**src/rtl/add16u_mon_pkg.sv**
```systemverilog
// Shared widths and state type for the adder error monitor.
package add16u_mon_pkg;

  localparam int unsigned W_DEF = 16;
  localparam int unsigned SUM_W = 49;
  localparam int unsigned CNT_W = 32;

  typedef enum logic [1:0] {
    S_IDLE,
    S_RUN,
    S_DRAIN,
    S_DONE
  } mon_state_t;

endpackage

```
**src/rtl/add16u_abs_err.sv**
```systemverilog
// Exact W+1-bit sum of the operands and absolute difference from the observed result.
module add16u_abs_err #(
  parameter int unsigned W = 16
) (
  input  logic [W-1:0] i_a,
  input  logic [W-1:0] i_b,
  input  logic [W:0]   i_o,
  output logic [W:0]   o_err
);

  logic [W:0] w_exact;

  // Unsigned |observed - exact| without a signed intermediate.
  always_comb begin
    w_exact = {1'b0, i_a} + {1'b0, i_b};
    o_err   = '0;
    if (i_o >= w_exact) o_err = i_o - w_exact;
    else                o_err = w_exact - i_o;
  end

endmodule

```
**src/rtl/add16u_err_monitor.sv**
```systemverilog
// Measures the error of an adder under test over a run of n_samples samples.
module add16u_err_monitor
  import add16u_mon_pkg::*;
#(
  parameter int unsigned W = W_DEF
) (
  input  logic             clk,
  input  logic             rst,
  input  logic             start,
  input  logic [CNT_W-1:0] n_samples,
  input  logic             in_valid,
  output logic             in_ready,
  input  logic [W-1:0]     in_a,
  input  logic [W-1:0]     in_b,
  input  logic [W:0]       in_o,
  output logic             busy,
  output logic             done,
  output logic [SUM_W-1:0] sum_abs_err,
  output logic [W:0]       max_err,
  output logic [CNT_W-1:0] err_count,
  output logic [CNT_W-1:0] sample_count
);

  mon_state_t       r_state;
  logic [CNT_W-1:0] r_n;
  logic [CNT_W-1:0] r_acc_cnt;
  logic             r_busy;
  logic             r_done;

  logic             r_s1_valid;
  logic [W-1:0]     r_s1_a;
  logic [W-1:0]     r_s1_b;
  logic [W:0]       r_s1_o;
  logic             r_s2_valid;
  logic [W:0]       r_s2_err;
  logic             r_s2_nz;

  logic [SUM_W-1:0] r_sum;
  logic [W:0]       r_max;
  logic [CNT_W-1:0] r_err_cnt;
  logic [CNT_W-1:0] r_smp_cnt;

  logic             w_ready;
  logic             w_accept;
  logic             w_start_ok;
  logic [W:0]       w_err;

  // Handshake and run-start qualification.
  always_comb begin
    w_ready    = (r_state == S_RUN) && (r_acc_cnt < r_n);
    w_accept   = in_valid && w_ready;
    w_start_ok = start && ((r_state == S_IDLE) || (r_state == S_DONE));
  end

  add16u_abs_err #(.W(W)) u_abs_err (
    .i_a   (r_s1_a),
    .i_b   (r_s1_b),
    .i_o   (r_s1_o),
    .o_err (w_err)
  );

  // Run control FSM with registered busy/done.
  // A zero-length run has nothing to accept, so it goes straight to DRAIN.
  // DRAIN exits when stage 1 is empty: the last stage-2 sample commits on that same edge,
  // so done rises together with the final statistics.
  always_ff @(posedge clk) begin
    if (rst) begin
      r_state   <= S_IDLE;
      r_n       <= '0;
      r_acc_cnt <= '0;
      r_busy    <= 1'b0;
      r_done    <= 1'b0;
    end else begin
      case (r_state)
        S_IDLE, S_DONE: begin
          if (start) begin
            r_n       <= n_samples;
            r_acc_cnt <= '0;
            r_busy    <= 1'b1;
            r_done    <= 1'b0;
            r_state   <= (n_samples == '0) ? S_DRAIN : S_RUN;
          end
        end
        S_RUN: begin
          if (w_accept) begin
            r_acc_cnt <= r_acc_cnt + 1'b1;
            if (r_acc_cnt + 1'b1 == r_n) r_state <= S_DRAIN;
          end else if (r_acc_cnt >= r_n) begin
            r_state <= S_DRAIN;
          end
        end
        S_DRAIN: begin
          if (!r_s1_valid) begin
            r_state <= S_DONE;
            r_busy  <= 1'b0;
            r_done  <= 1'b1;
          end
        end
        default: r_state <= S_IDLE;
      endcase
    end
  end

  // Two-stage sample pipeline: capture, then error and nonzero flag.
  always_ff @(posedge clk) begin
    if (rst) begin
      r_s1_valid <= 1'b0;
      r_s2_valid <= 1'b0;
    end else begin
      r_s1_valid <= w_accept;
      r_s2_valid <= r_s1_valid;
    end
    if (w_accept) begin
      r_s1_a <= in_a;
      r_s1_b <= in_b;
      r_s1_o <= in_o;
    end
    r_s2_err <= w_err;
    r_s2_nz  <= |w_err;
  end

  // Statistics accumulation; cleared on reset and on an accepted start.
  always_ff @(posedge clk) begin
    if (rst || w_start_ok) begin
      r_sum     <= '0;
      r_max     <= '0;
      r_err_cnt <= '0;
      r_smp_cnt <= '0;
    end else if (r_s2_valid) begin
      r_sum     <= r_sum + SUM_W'(r_s2_err);
      if (r_s2_err > r_max) r_max <= r_s2_err;
      r_err_cnt <= r_err_cnt + CNT_W'(r_s2_nz);
      r_smp_cnt <= r_smp_cnt + 1'b1;
    end
  end

  // Output mapping.
  always_comb begin
    in_ready     = w_ready;
    busy         = r_busy;
    done         = r_done;
    sum_abs_err  = r_sum;
    max_err      = r_max;
    err_count    = r_err_cnt;
    sample_count = r_smp_cnt;
  end

endmodule

```
**config.mk**
```make
export PLATFORM = sky130hd
export DESIGN_NAME = add16u_err_monitor
export DESIGN_NICKNAME = d
export VERILOG_FILES = /design/src/rtl/add16u_mon_pkg.sv /design/src/rtl/add16u_abs_err.sv /design/src/rtl/add16u_err_monitor.sv
export SDC_FILE = /design/constraint.sdc
export NUM_CORES = 1
export LEC_CHECK = 0
export CAP_MARGIN = 15
export CORE_MARGIN = 4
export CORE_UTILIZATION = 40
export DETAILED_ROUTE_END_ITERATION = 12
export PLACE_DENSITY_LB_ADDON = 0.2
export SYNTH_ARGS = -nofsm -noshare
export SYNTH_HDL_FRONTEND = slang
export SYNTH_SLANG_ARGS = --single-unit
```
**constraint.sdc**
```tcl
create_clock -name clk -period 6.6 [get_ports clk]
set_clock_uncertainty 0.1 [all_clocks]
set_input_delay 0.66 -clock clk [delete_from_list [all_inputs] [get_ports clk]]
set_output_delay 0.66 -clock clk [all_outputs]
set_load 0.01 [all_outputs]
```
# Yosys cells after proc, flatten, opt, wreduce, memory -nomap -nowiden
# Cells that the tools add are included.
[classes] add_sub_neg=7 magnitude_cmp=4 eq_ne=9 muxes=17 reduce_logical=16
[ops] op="32-bit by 1-bit adder with 32-bit output, second input constant" count=2
[ops] op="32-bit two-way mux" count=2
[ops] op="32-bit one-hot mux with 2 select lines" count=1
[ops] op="49-bit by 17-bit adder with 49-bit output" count=1
[ops] op="17-bit subtractor" count=2
[ops] op="32-bit by 1-bit adder with 32-bit output" count=1
[ops] op="32-bit equality test" count=1
[ops] op="32-bit greater-or-equal comparator" count=1
[ops] op="32-bit zero test" count=1
[ops] op="32-bit < comparator" count=1
[ops] op="16-bit by 16-bit adder with 17-bit output" count=1
[ops] op="17-bit greater-or-equal comparator" count=1
[ops] op="17-bit greater-than comparator" count=1
[ops] op="17-bit two-way mux" count=1
[ops] op="17-bit OR reduction" count=1
[ops] op="2-bit two-way mux" count=6
[ops] op="2-bit inequality test, second input constant" count=3
[ops] op="3-bit by 2-bit inequality test with 1-bit output, second input constant" count=2
[ops] op="2-bit one-hot mux with 3 select lines" count=1
[ops] op="3-bit AND reduction" count=2
[ops] op="2-bit equality test, second input constant" count=2
[ops] op="1-bit two-way mux" count=4
[ops] op="1-bit one-hot mux with 2 select lines" count=2
[ops] op="2-bit AND reduction" count=2
[ops] op="other kinds (7)" count=11
[totals] register_bits=267 out_inout_bits=133 elab_cells=69

# Logic depth before layout (Yosys ltp)
# Gate-level depths: netlist of run 1.
[logic_depth] depth_word=5 mapped_depth=24 mapped_depth_nobuf=23

# Cells and area by module
# Synthesis of run 1 repeated with hierarchy kept, for this count alone.
[unflattened] cells_unflattened=1828 area_unflattened_um2=15720.1
[by_module_without_submodules] module="add16u_err_monitor" n_inst=1 cells_each=1494 area_each_um2=13274.0
[by_module_without_submodules] module="add16u_abs_err" n_inst=1 cells_each=334 area_each_um2=2446.1

# Worst setup path after synthesis of run 1
# OpenSTA, ideal clock, no wires.
[synth_timing] kind="register -> register" startpoint="reg r_n[9]" endpoint="reg r_acc_cnt[29]" t_arrival_ns=6.714 slack_ns=-0.288 stages_incl_launch_ff=14 n_path_buf=1 period_less_slack_ns=6.888 cell_sequence="dfxtp_1 -> inv_1 -> ha_1 -> a21o_1 -> a21o_1 -> a21o_1 -> a21o_1 -> a21oi_1 -> o21ai_0 -> a211oi_1 -> nand4b_1 -> clkbuf_1 -> or3_1 -> o21ai_0"
[synth_between] elab_chain_cells=5
[synth_rtl] item="from (decl)" line_no="add16u_err_monitor.sv:25" source="logic [CNT_W-1:0] r_n;"
[synth_rtl] item="from (signal assigned)" line_no="add16u_err_monitor.sv:77" source="r_n <= n_samples;"
[synth_rtl] item="32-bit < comparator" line_no="add16u_err_monitor.sv:50" source="w_ready = (r_state == S_RUN) && (r_acc_cnt < r_n);"
[synth_rtl] item="1-bit logical AND" line_no="add16u_err_monitor.sv:50"
[synth_rtl] item="1-bit logical AND" line_no="add16u_err_monitor.sv:51" source="w_accept = in_valid && w_ready;"
[synth_rtl] item="via w_accept" line_no="add16u_err_monitor.sv:44" source="logic w_accept;"
[synth_rtl] item="2-bit inequality test (no source line)"
[synth_rtl] item="3-bit AND reduction (no source line)"
[synth_rtl] item="to (signal assigned)" line_no="add16u_err_monitor.sv:86" source="r_acc_cnt <= r_acc_cnt + 1'b1;"
[synth_rtl] item="to (decl)" line_no="add16u_err_monitor.sv:26" source="logic [CNT_W-1:0] r_acc_cnt;"
# The timed path passes the listed nets, and every way through them passes these cells.
# A chain may end at the register's enable or synchronous reset.

# Final worst setup path of run 1
[layout_timing] startpoint="reg r_s1_a[0]" endpoint="reg r_s2_nz"
[layout_between] elab_chain_cells=4 word_cells_on_any_way=6 cone_classes="3 x add/sub; 1 x order compare; 1 x mux; 1 x reduce/logical"
[layout_rtl] item="from (decl)" line_no="add16u_err_monitor.sv:31" source="logic [W-1:0] r_s1_a;"
[layout_rtl] item="from (signal assigned)" line_no="add16u_err_monitor.sv:114" source="r_s1_a <= in_a;"
[layout_rtl] item="16-bit by 16-bit adder with 17-bit output (*)" line_no="add16u_abs_err.sv:15" source="w_exact = {1'b0, i_a} + {1'b0, i_b};"
[layout_rtl] item="17-bit subtractor, or another cell as far along" line_no="add16u_abs_err.sv:18" source="else o_err = w_exact - i_o;"
[layout_rtl] item="17-bit two-way mux (*)" line_no="add16u_abs_err.sv:17" source="if (i_o >= w_exact) o_err = i_o - w_exact;"
[layout_rtl] item="17-bit OR reduction (*)" line_no="add16u_err_monitor.sv:119" source="r_s2_nz <= |w_err;"
[layout_rtl] item="to (signal assigned)" line_no="add16u_err_monitor.sv:119"
[layout_rtl] item="to (decl)" line_no="add16u_err_monitor.sv:36" source="logic r_s2_nz;"
# Mark *: on every way between the ends. The rest lies on a longest branch, timed or not.

==> results of run 1 <==
[cell families (layout without fill, tap and decap cells)]
family / after synthesis / after routing
xor gates and xnor gates: 167 / 167
DFF: 267 / 267
muxes: 48 / 48
adders and majority gates: 125 / 125
AOI/OAI and AO/OA: 337 / 337
and+or+nand+nor: 679 / 679
buffers and inverters: 178 / 397
[placed cells by master, fill, tap and decap left out, types with 46 or more instances in the layout]
master and count:
dfxtp_1 217, clkdlybuf4s50_1 216, nor2_1 191, nand2_1 166
a21oi_1 141, ha_1 121, inv_1 109, xnor2_1 87
xor2_1 80, nand3_1 65, a21o_1 64, nand4_1 56
edfxtp_1 49, nor3_1 46, mux2i_1 46
[cell type report]
| cell class | instances | share of cell area |
|---|---|---|
| Multi-Input combinational cell | 1356 | 0.468 |
| Sequential cell | 267 | 0.303 |
| Timing Repair Buffer | 230 | 0.117 |
| Clock buffer | 41 | 0.0448 |
| Tap cell | 511 | 0.0332 |
| Inverter | 109 | 0.0212 |
| Clock inverter | 17 | 0.0126 |
[routing by layer]
layer,global-route usage,vias to the layer above
li1,-,6690
met1,0.254,6171
met2,0.298,304
met3,0.0307,56
met4,0.0490,0
met5,0,-
[worst max-delay path by stage]
stage | from | end | slack, ns | depth (start not counted)
after floorplan | r_s1_a[0]$_DFFE_PP_ | r_s2_nz$_DFF_P_ | 0.88 | 23
after global placement | r_s1_a[0]$_DFFE_PP_ | r_s2_nz$_DFF_P_ | 0.35 | 23
after detailed placement | r_s1_a[0]$_DFFE_PP_ | r_s2_nz$_DFF_P_ | 0.31 | 23
after CTS | r_s1_a[0]$_DFFE_PP_ | r_s2_nz$_DFF_P_ | 0.25 | 24
after global routing | r_s1_a[0]$_DFFE_PP_ | r_s2_nz$_DFF_P_ | 0.07 | 25
final | r_s1_a[0]$_DFFE_PP_ | r_s2_nz$_DFF_P_ | 0.56 | 25
[state kept, by name, summed over array words and instances, names as in the netlist]
name / cells
busy: 1
sum_abs_err: 49
done: 1
r_s2_nz: 1
r_acc_cnt: 32
r_s2_valid: 1
r_s2_err: 17
r_s1_o: 17
r_s1_valid: 1
err_count: 32
r_s1_a: 16
max_err: 17
sample_count: 32
r_state: 2
r_n: 32
r_s1_b: 16
[cell usage after synthesis, types with 7 or more instances]
library cell	n	area (µm²)
nand4_1	56	350
nand3_1	65	325
nand2b_1	11	68.8
ha_1	121	1510
edfxtp_1	49	1470
nor2_1	191	717
a21oi_1	141	706
or3_1	22	138
clkbuf_1	51	191
and2_1	13	81.3
dfxtp_1	218	4360
o21ai_0	41	205
or2_2	7	43.8
and4_1	13	114
o21a_1	15	113
xor2_1	80	701
o21bai_1	8	60.1
and3_1	26	163
mux2i_1	46	460
buf_2	9	45.0
nor4_1	20	125
inv_1	109	409
nor2b_1	19	119
xnor2_1	87	762
nand2_1	166	623
a211oi_1	7	52.6
a21o_1	64	480
nor3_1	46	230
[worst max-delay path: stages, from the launching register on]
cell,delay [ns]
edfxtp_1,0.37
ha_1,0.24
fa_1,0.40
a21o_1,0.18
a21oi_1,0.23
o21bai_1,0.09
a21oi_1,0.24
o21bai_1,0.12
a41o_1,0.27
o41ai_2,0.32
o211a_1,0.26
nor2_1,0.06
a211oi_1,0.21
ha_1,0.35
nand4_1,0.17
nor4_2,0.06
a221oi_2,0.21
buf_4,0.16
o211ai_2,0.15
nand2_4,0.11
buf_4,0.27
mux2_1,0.35
a31oi_1,0.25
mux2i_1,0.14
a31oi_1,0.17
or4b_1,0.44
[what timing repair did]
item,in CTS,in global routing
setup buffers,0,1
gates resized for setup,0,1
endpoints found under the setup margin,0,1
[power groups by stage]
stage               registers (mW)  logic, mW  clock network (mW)
global route                  2.02       2.87                1.96
CTS                           2.00       2.55                1.90
finish                        1.99       2.55                1.85
floorplan                     1.97       1.95                   0
global placement              2.03       2.49                   0
detailed placement            2.03       2.54                   0
[stage by stage]
step           total power [mW]  hold slack, ns  utilization  setup WS (ns)  cells
2_1_floorplan              3.92           0.332            -          0.877   1801
3_3_place_gp               4.52           0.347        0.478          0.355   2472
3_5_place_dp               4.57           0.354        0.478          0.306   2472
4_1_cts                    6.45           0.366        0.507          0.247   2530
5_1_grt                    6.85           0.383        0.507         0.0660   2531
6_report                   6.40           0.361        0.507          0.557   2531
==> out/qor.yml, run 1 <==
outcome: "finished clean"
track_usage: 0.183
yosysWarnings: 0
core_um2: 38000
drcViolationCount: 0
synth_top_family_by_area: "simple AND/OR/NAND/NOR gates"
cts_tree: "done"
swShare: 0.368
placed_area_um2: 18200
postLayoutCellArea_um2: 19300
crit_type: "register to register"
tightest_slew_ns: 1.06
min_to: "r_s2_valid$_SDFF_PP0_"
drive_gt1_frac: 0.0426
fp.dieH_um: 205
grt_pass1_vias: 12900
cts.clk_slew.worst_paths_ns: 0.06
syn-num-nets: 2011
wl_per_cell_um: 15.7
pwr-share-comb: 0.399
synth_edf_count: 49
worst_skew_pair.late_latency_ns: 0.57
gp_congestion: 0.883
maxCapViolations: 0
peakVddDrop_v: 0.000185
p_per_area_nw_per_um2: 332
start_util: 0.409
r2r_start: "r_s1_a[0]$_DFFE_PP_"
setup_viol: 0
gr-total-overflow: 0
dieWidth_um: 205
hold_buffers: 0
cts_max_level: 1
cellLeakagePower_nw: 7.59
critPathLaunchType: "register"
yosys.area_share.simple: 0.213
min_path_type: "register to register"
area_delta_synth_final_pct: 24.1
relSlewSlack: 0.296
yosysSeqAreaShare: 0.376
grt_max_degree: 72
p_int_mw: 4.04
syn_area_per_cell_um2: 8.63
antenna_cells: 0
synthAdderAreaFrac: 0.103
cts-root-buf: "clkbuf_16"
layout.nets: 2205
max_freq_ghz: 0.165
drt_wl_total_um: 39600
period_share: 0.916
synth_compound_area_frac: 0.138
vias_per_cell: 5.22
r2r-end: "r_s2_nz$_DFF_P_"
path_max_fanout: 18
wl_met1_um: 19000
rsz0062_at_grt: "no"
r2r_cells: 25
cts.sinks: 267
clk_path_buf_depth: 3
fillers: 3649
cp.arrival_ns: 6.38
ff_latch_area_um2: 5840
pwr-share-clk: 0.289
end_kind: "register"
wl_met3_um: 2160
io_buffers: 217
slew_violations: 0
r2r_slack_ns: 0.56
yosys.area_share.xor_xnor: 0.0941
setup-tns-final_ns: 0
top_layer: "met4"
min-delay-start: "r_s1_valid$_SDFF_PP0_"
rows: 71
numCtsBuffers: 31
synth-async-reset-ratio: 0
pin_count: 218
p_sw_mw: 2.35
multi_input_area_um2: 9030
ys_ff_latch: 267
syn_inst: 1801
synth.distinct_cells: 78
antenna_found_initial: 0
holdPathStages: 1
dp_hpwl_um: 30200
crit_required_ns: 6.94
hold_viol: 0
layout_min_cycle_time_ns: 6.04
die_area_um2: 42100
met2WireLength_um: 17400
synthFlopType: "dfxtp_1"
muxShareOfSynthArea: 0.0313
detail_route.first_pass.iterations: 4
vias: 13200
drt_iter0_drc: 779
syn_area_um2: 15500
p_seq_frac: 0.312
antenna_left: 0
grt_first_pass_wirelength_um: 65000
Power figures use the tool's default switching activity.
==> run 2, diff against run 1 <==
CORE_UTILIZATION = 60   (was 40)
clock period = 7.79 ns   (was 6.6 ns; I/O delays follow)
==> out/qor.yml, run 2 (synthesis gave the netlist of run 1 again) <==
antenna_found_initial: 0
drcViolationCount: 0
final_cell_mix: "dfxtp_1, clkdlybuf4s50_1, nor2_1"
use_met2: 0.432
mostFrequentLayoutCell: "dfxtp_1"
pin_count: 218
drt_iter0_drc: 888
grt_util_met3: 0.0273
cellLeakagePower_nw: 7.55
wl_per_cell_um: 16.2
layout_min_cycle_time_ns: 6.55
dieWidth_um: 169
numCtsBuffers: 29
rows: 58
cts-root-buf: "clkbuf_16"
clk_path_buf_depth: 3
end_kind: "register"
cts_tree: "done"
largest_reg_flops: 49
outcome: "finished clean"
tightest_slew_ns: 1.03
track_usage: 0.256
hold_buffers: 0
vias: 13500
detail_route.first_pass.iterations: 5
antenna_cells: 0
core_um2: 25300
p_per_area_nw_per_um2: 281
gr-usage-met1: 0.350
placed_area_um2: 17900
layout.nets: 2198
max_freq_ghz: 0.153
rsz0062_at_grt: "no"
setup_viol: 0
path_max_fanout: 19
min_path_type: "register to register"
grt_pass1_vias: 12900
hold_viol: 0
crit_required_ns: 8.12
cp.arrival_ns: 6.88
maxCapViolations: 0
area_delta_synth_final_pct: 22.0
cts_max_level: 1
post_cts_buffers: 0
dp_hpwl_um: 27900
fp.dieH_um: 169
start_util: 0.613
grt_busiest_layer: "met2"
postLayoutCellArea_um2: 19000
drt_wl_total_um: 38000
setup-tns-final_ns: 0
gr-total-overflow: 0
worst_skew_pair.late_latency_ns: 0.56
vias_per_cell: 5.78
relSlewSlack: 0.313
gp_congestion: 0.926
period_share: 0.841
slew_violations: 0
cts.clk_slew.worst_paths_ns: 0.06
grt_first_pass_wirelength_um: 62000
ctsResizeCount: 0
peakVddDrop_v: 0.000237
drive_gt1_frac: 0.0383
critPathLaunchType: "register"
die_area_um2: 28500
io_buffers: 217
cts.sinks: 267
antenna_left: 0
crit_type: "register to register"
grt_max_degree: 82
-- run 2: cell types whose count changed in the layout (fill, tap and decap cells not counted), sizes merged --
cell	change
buf	-5
bufinv	-1
clkbuf	-5
clkinv	+5
clkinvlp	-3
-- run 2: critical path, stage by stage, from the launching register on --
cell and delay [ns]:
edfxtp_1 0.38, ha_1 0.24, fa_1 0.41, a21o_1 0.17
a21oi_1 0.23, o21bai_1 0.09, a21oi_1 0.23, o21bai_1 0.12
a41o_1 0.27, o41ai_1 0.49, o211a_1 0.28, nor2_1 0.05
a211oi_1 0.30, ha_1 0.38, nand4_1 0.15, nor4_2 0.05
a221oi_2 0.36, o211ai_2 0.22, nand2_4 0.28, mux2_4 0.34
or4b_4 0.51, nor4_2 0.16, nand4b_1 0.12, or4b_1 0.49
-- run 2: final cells by class --
class,instances,area [µm²]
clock buffers,36,792
clock inverters,18,236
fillers,1895,6370
inverters,109,409
multi-input cells,1356,9020
flip-flops and latches,267,5840
well taps,330,413
repair buffers,225,2250
-- run 2: final timing paths --
check / to / cells past startpoint / startpoint / slack [ns]
worst max-delay path: r_s2_nz$_DFF_P_ / 23 / r_s1_a[0]$_DFFE_PP_ / 1.24
worst min-delay path: r_s2_valid$_SDFF_PP0_ / 1 / r_s1_valid$_SDFF_PP0_ / 0.36
worst max register to register: r_s2_nz$_DFF_P_ / 23 / r_s1_a[0]$_DFFE_PP_ / 1.24
worst min register to register: r_s2_valid$_SDFF_PP0_ / 1 / r_s1_valid$_SDFF_PP0_ / 0.36
-- run 2: metal layers --
| metal | part of all wire | up-vias |
|---|---|---|
| li1 | - | 6683 |
| met1 | 0.45 | 6338 |
| met2 | 0.46 | 431 |
| met3 | 0.062 | 73 |
| met4 | 0.026 | 0 |
| met5 | 0 | - |
-- run 2: per-stage QoR --
stage / worst slack (ns) / power (mW) / instances / hold WS (ns) / utilization
2_1_floorplan: 0.902 / 3.33 / 1801 / 0.332 / -
3_3_place_gp: 1.40 / 3.78 / 2286 / 0.339 / 0.707
3_5_place_dp: 1.24 / 3.84 / 2286 / 0.352 / 0.707
4_1_cts: 1.19 / 5.31 / 2340 / 0.361 / 0.747
5_1_grt: 0.807 / 5.68 / 2341 / 0.380 / 0.748
6_report: 1.24 / 5.32 / 2341 / 0.360 / 0.748
-- run 2: power by group --
group / switching (mW) / internal (mW) / total [mW]
logic: 1.28 / 0.897 / 2.18
registers: 0.123 / 1.56 / 1.69
clock network: 0.570 / 0.889 / 1.46
total: 1.97 / 3.35 / 5.32
